`config.mk`:
```
export PLATFORM = sky130hd
export DESIGN_NAME = mem_arbiter
export DESIGN_NICKNAME = d
export VERILOG_FILES = /design/src/rtl/mem_arbiter.sv
export SDC_FILE = /design/constraint.sdc
export NUM_CORES = 1
export LEC_CHECK = 0
export CORE_ASPECT_RATIO = 0.75
export CORE_MARGIN = 5
export CORE_UTILIZATION = 44
export DETAILED_ROUTE_END_ITERATION = 10
export GPL_TIMING_DRIVEN = 0
export PLACE_DENSITY_LB_ADDON = 0.3
export SYNTH_ARGS = -nofsm -noshare
export SYNTH_HDL_FRONTEND = slang
export SYNTH_SLANG_ARGS = --single-unit
```
`constraint.sdc`:
```
create_clock -name clk -period 4 [get_ports clk]
set_input_delay 0.4 -clock clk [delete_from_list [all_inputs] [get_ports clk]]
set_output_delay 0.4 -clock clk [all_outputs]
set_load 0.005 [all_outputs]
```
`src/rtl/mem_arbiter.sv`:
```
// Data-memory arbiter between the program loader and the CPU.
// Sequences boot (load, one-cycle start pulse) and bounds loader bursts in run mode.
module mem_arbiter #(
  parameter int unsigned ADDR_WIDTH   = 16,
  parameter int unsigned DATA_WIDTH   = 8,
  parameter int unsigned LD_BURST_MAX = 4
) (
  input  logic                  clk,
  input  logic                  reset,
  input  logic                  ld_req,
  input  logic                  ld_we,
  input  logic [ADDR_WIDTH-1:0] ld_addr,
  input  logic [DATA_WIDTH-1:0] ld_din,
  input  logic                  ld_done,
  output logic                  ld_gnt,
  output logic                  ld_rvalid,
  input  logic                  cpu_req,
  input  logic                  cpu_we,
  input  logic [ADDR_WIDTH-1:0] cpu_addr,
  input  logic [DATA_WIDTH-1:0] cpu_din,
  output logic                  cpu_gnt,
  output logic                  cpu_rvalid,
  output logic                  cpu_stall,
  output logic                  cpu_start,
  output logic                  mem_we,
  output logic [ADDR_WIDTH-1:0] mem_addr,
  output logic [DATA_WIDTH-1:0] mem_din,
  input  logic [DATA_WIDTH-1:0] mem_dout,
  output logic [DATA_WIDTH-1:0] rdata,
  output logic [1:0]            state_out
);

  typedef enum logic [1:0] {
    StBoot    = 2'd0,
    StStart   = 2'd1,
    StRun     = 2'd2,
    StIllegal = 2'd3
  } state_e;

  localparam logic [7:0] BurstMax = 8'(LD_BURST_MAX);

  state_e                  state_q, state_d;
  logic [7:0]              burst_cnt_q, burst_cnt_d;
  logic [ADDR_WIDTH-1:0]   addr_shadow_q;
  logic [DATA_WIDTH-1:0]   din_shadow_q;
  logic                    ld_rvalid_q, cpu_rvalid_q;
  logic                    fair;

  // State register
  always_ff @(posedge clk) begin
    if (reset) begin
      state_q       <= StBoot;
      burst_cnt_q   <= '0;
      addr_shadow_q <= '0;
      din_shadow_q  <= '0;
      ld_rvalid_q   <= 1'b0;
      cpu_rvalid_q  <= 1'b0;
    end else begin
      state_q      <= state_d;
      burst_cnt_q  <= burst_cnt_d;
      ld_rvalid_q  <= ld_gnt & ~ld_we;
      cpu_rvalid_q <= cpu_gnt & ~cpu_we;
      if (ld_gnt) begin
        addr_shadow_q <= ld_addr;
        din_shadow_q  <= ld_din;
      end else if (cpu_gnt) begin
        addr_shadow_q <= cpu_addr;
        din_shadow_q  <= cpu_din;
      end
    end
  end

  // Next-state logic
  always_comb begin
    state_d = StBoot;
    case (state_q)
      StBoot:  state_d = ld_done ? StStart : StBoot;
      StStart: state_d = StRun;
      StRun:   state_d = StRun;
      default: state_d = StBoot;
    endcase
  end

  // Loader yields one slot once it has held the port for a full burst.
  assign fair = (burst_cnt_q == BurstMax) & cpu_req;

  // Output logic
  always_comb begin
    ld_gnt    = 1'b0;
    cpu_gnt   = 1'b0;
    cpu_stall = 1'b1;
    cpu_start = 1'b0;
    case (state_q)
      StBoot: ld_gnt = ld_req;
      StStart: cpu_start = 1'b1;
      StRun: begin
        ld_gnt    = ld_req & ~fair;
        cpu_gnt   = cpu_req & (~ld_req | fair);
        cpu_stall = cpu_req & ~cpu_gnt;
      end
      default: ;
    endcase

    mem_we   = 1'b0;
    mem_addr = addr_shadow_q;
    mem_din  = din_shadow_q;
    if (ld_gnt) begin
      mem_we   = ld_we;
      mem_addr = ld_addr;
      mem_din  = ld_din;
    end else if (cpu_gnt) begin
      mem_we   = cpu_we;
      mem_addr = cpu_addr;
      mem_din  = cpu_din;
    end

    if (reset) begin
      ld_gnt    = 1'b0;
      cpu_gnt   = 1'b0;
      cpu_stall = 1'b1;
      cpu_start = 1'b0;
      mem_we    = 1'b0;
      mem_addr  = '0;
      mem_din   = '0;
    end

    burst_cnt_d = '0;
    if (ld_gnt) begin
      burst_cnt_d = (burst_cnt_q == BurstMax) ? burst_cnt_q : burst_cnt_q + 8'd1;
    end
  end

  assign ld_rvalid  = ld_rvalid_q;
  assign cpu_rvalid = cpu_rvalid_q;
  assign rdata      = mem_dout;
  assign state_out  = state_q;

endmodule

```
==> results by group <==
Outcome
  • Status: complete, no violations

Critical path
  • FF-to-FF setup slack: 1660 ps
  • Worst Path Class, Setup: register to output pin
  • Worst Path Required: around 3600 ps
  • Cell count of the worst reg-to-reg path: 7
  • Worst-path fanout max: 10
  • FF-to-FF End: addr_shadow_q[14]
  • Slowest CP cell: clkdlybuf4s50_1
  • RR Startpoint: burst_cnt_q[0]
  • CP Cell Sequence: inv_1 > ha_1 > nor4b_2 > a21boi_1 > clkbuf_1 > o21ai_0 > a311oi_1 > clkdlybuf4s50_1
  • CP endpoint kind: output pin
  • CP arrival: 3160 ps
  • CP Launch Type: register
  • CP peak stage delay: 570 ps

Run
  • Max cap viols: 0

Detailed routing
  • M1 WL: 3.22 mm
  • Routed Antenna Nets: 0
  • Initial drt markers: 160
  • Met2 WL: 3.16 mm
  • Vias: approximately 2.5k
  • Uppermost layer routed: met4
  • Routed length per instance: 17.5 um
  • Final wirelength: 7.15 mm
  • Routed met3 length: slightly above 600 um
  • Drt drc: 0
  • Pre-antenna DRT Iters: 5
  • Vias per cell: 6.04

Die
  • Core Area: 4570 um^2
  • Initial Util: 0.465
  • IO Pins: 104
  • Die extent in x: 90.2 um
  • Die ar.: approximately 6300 um^2
  • Die span in y: 70.2 um
  • Row count: 21

Synthesis
  • Synth top area cells: dfxtp_1 34%, a311oi_1 20%, o21ai_0 5.9%, nand3_2 4.7%, nor2_1 4.6%
  • Ys flop type: dfxtp_1
  • YS warnings: 0
  • Register bit total from synthesis: 36
  • Unique masters post-synth: 32
  • Syn Inst Count: 249
  • Sequential area share after synthesis: 0.339
  • Synth top area share: 0.339
  • EDFF count, synth: 0
  • Mean Syn Cell Area: 8.53 um^2
  • Syn nets: 317
  • Yosys top cell by area: dfxtp_1
  • FFs w/ async S/R, synth: 0
  • Cell Area, Synth: 2120 um^2

Timing
  • Period utilisation layout: 0.890
  • Layout Skew: 9.88 ps
  • Fmax: 281 MHz
  • Minimum clock period: 3560 ps
  • Worst Tran Pin Value: 615 ps
  • Unrepaired setup endpoints after global routing: no
  • WHS: roughly 530 ps
  • Final-report max-slew violation count: 0
  • Setup TNS: 0 ps
  • Final setup fails: 0
  • Slew Limit Headroom: 0.590
  • Endpoints failing hold: 0

Global routing
  • Total gr overflow: 0
  • Initial antenna violation count: 0
  • Number of global-route vias before repair: about 2.4k
  • Largest net degree at the start of global routing: 12
  • Global-route wire length before repair: 11.6 mm
  • Total GRT Usage: 0.221

Clock tree
  • Cells resized by post-CTS repair: 0
  • CTS tree: yes
  • # Post-CTS Setup Buffers: 0
  • Clk_lat worst skew: 290 ps
  • Clock buffer depth: 2
  • Cts hold-fix bufs: 0
  • Clock net sink count: 36
  • H-tree depth: 2
  • Root Buffer: clkbuf_8
  • Num CTS Buffers: 5
  • Worst-path clk slew: 70 ps

Placement
  • Port bufs: 94
  • HPWL Detailed: about 5.3 mm
  • Placer congestion estimate: 0.917

Layout
  • Diodes inserted: 0
  • Fillers: between 300 and 400
  • Share of cells above drive strength 1: 0.111
  • Final Net Count: around 420
  • Synthesis-to-layout area growth: 52.7%

Min path
  • Min-Delay Startpoint: reset
  • Worst hold path class: primary input to register
  • Worst hold stages: 2
  • Hold Path End: state_out[1]

Power and ir drop
  • Leakage: about 1.1 nW
  • Power Density: 317 nW/um^2
  • Worst VDD drop: 0.000182 V
-- kinds of logic after synthesis --
group / share of synthesized area
and+or+nand+nor: 0.221
DFF: 0.339
AOI/OAI and AO/OA: 0.281
adders and majority gates: 0.0294
buffers and inverters: 0.100
xor gates and xnor gates: 0.0289
-- flip-flops by register name, summed over array words and instances, names as in the netlist --
name           count
addr_shadow_q     16
state_out          2
ld_rvalid          1
din_shadow_q       8
cpu_rvalid         1
burst_cnt_q        8
-- stage by stage --
stage | worst slack [ps] | instances | total power, W | area, um^2 | util
after floorplan | 1770 | 249 | 0.000548 | 2120 | -
after global placement | 675 | 400 | 0.000706 | 3140 | 0.686
after detailed placement | 627 | 400 | 0.000713 | 3140 | 0.686
after CTS | 483 | 408 | 0.00102 | 3240 | 0.710
after global routing | 265 | 408 | 0.00107 | 3240 | 0.710
final | 441 | 408 | 0.00103 | 3240 | 0.710
-- cells in the mapped netlist, types with 3 or more instances --
cell type / number
nand3_1: 19
nor4_1: 6
a311oi_1: 48
buf_2: 5
ha_1: 5
buf_6: 3
o21ai_0: 25
nand3_2: 10
inv_1: 6
clkbuf_1: 17
nor2_1: 26
nor3_1: 5
buf_4: 9
dfxtp_1: 36
nand2_1: 3
xor2_1: 5
-- how the worst max path moves through the flow --
stage                    from           end
2_1_floorplan  burst_cnt_q[0]  mem_addr[10]
3_3_place_gp           ld_req   mem_addr[7]
3_5_place_dp           ld_req  mem_addr[14]
4_1_cts        burst_cnt_q[0]  mem_addr[14]
5_1_grt        burst_cnt_q[0]   mem_addr[6]
6_report       burst_cnt_q[0]  mem_addr[10]
-- critical path, delay by kind of cell, from the launching register on --
family          cells  cell delay (ps)
buf+inv             3             1030
fa+ha+maj           1              220
flops               1              430
compound gates      3             1000
simple gates        1              190
-- cell type report --
cell class,count,area (um^2),area share
buffer,34,190,0.0586
clock buffer,6,72.6,0.0224
clock inverter,2,35.0,0.0108
inverter,6,22.5,0.00694
multi-input combinational,173,1190,0.367
sequential,36,721,0.222
tap,57,71.3,0.0220
timing repair buffer,94,941,0.290
-- report_power, final --
| part | switching (W) | leakage, nW | total [W] | internal [W] |
|---|---|---|---|---|
| sequential | 0.00000903 | 0.297 | 0.000397 | 0.000388 |
| clock | 0.000132 | 0.0552 | 0.000317 | 0.000185 |
| combinational | 0.000148 | 0.741 | 0.000313 | 0.000165 |
-- routing by layer --
layer  vias up  track usage
met4         0       0.0826
met1      1135        0.292
met3        23       0.0612
met5         -            0
met2       145        0.343
li1       1160            -
-- cell usage in the layout, fill, tap and decap left out, drive strengths merged --
| cell | netlist | routed |
|---|---|---|
| clkinv | 0 | 1 |
| or4b | 1 | 1 |
| xnor2 | 2 | 2 |
| or3b | 1 | 1 |
| nor3 | 5 | 5 |
| buf | 17 | 17 |
| nand2 | 3 | 3 |
| and3 | 2 | 2 |
| ha | 5 | 5 |
| inv | 6 | 6 |
| clkdlybuf4s50 | 0 | 94 |
| a41o | 1 | 1 |
| a211oi | 1 | 1 |
| clkbuf | 17 | 23 |
| nor3b | 2 | 2 |
| nor4b | 1 | 1 |
| nand4 | 1 | 1 |
| nand3b | 1 | 1 |
| a21boi | 1 | 1 |
| xor2 | 5 | 5 |
| nand3 | 29 | 29 |
| or2 | 1 | 1 |
| o21ai | 26 | 26 |
| and2 | 1 | 1 |
| bufinv | 0 | 1 |
| nor2 | 26 | 26 |
| a21oi | 2 | 2 |
| nor4 | 6 | 6 |
| a311oi | 48 | 48 |
| dfxtp | 36 | 36 |
| nor2b | 2 | 2 |
(Power assumes the default switching activity.)
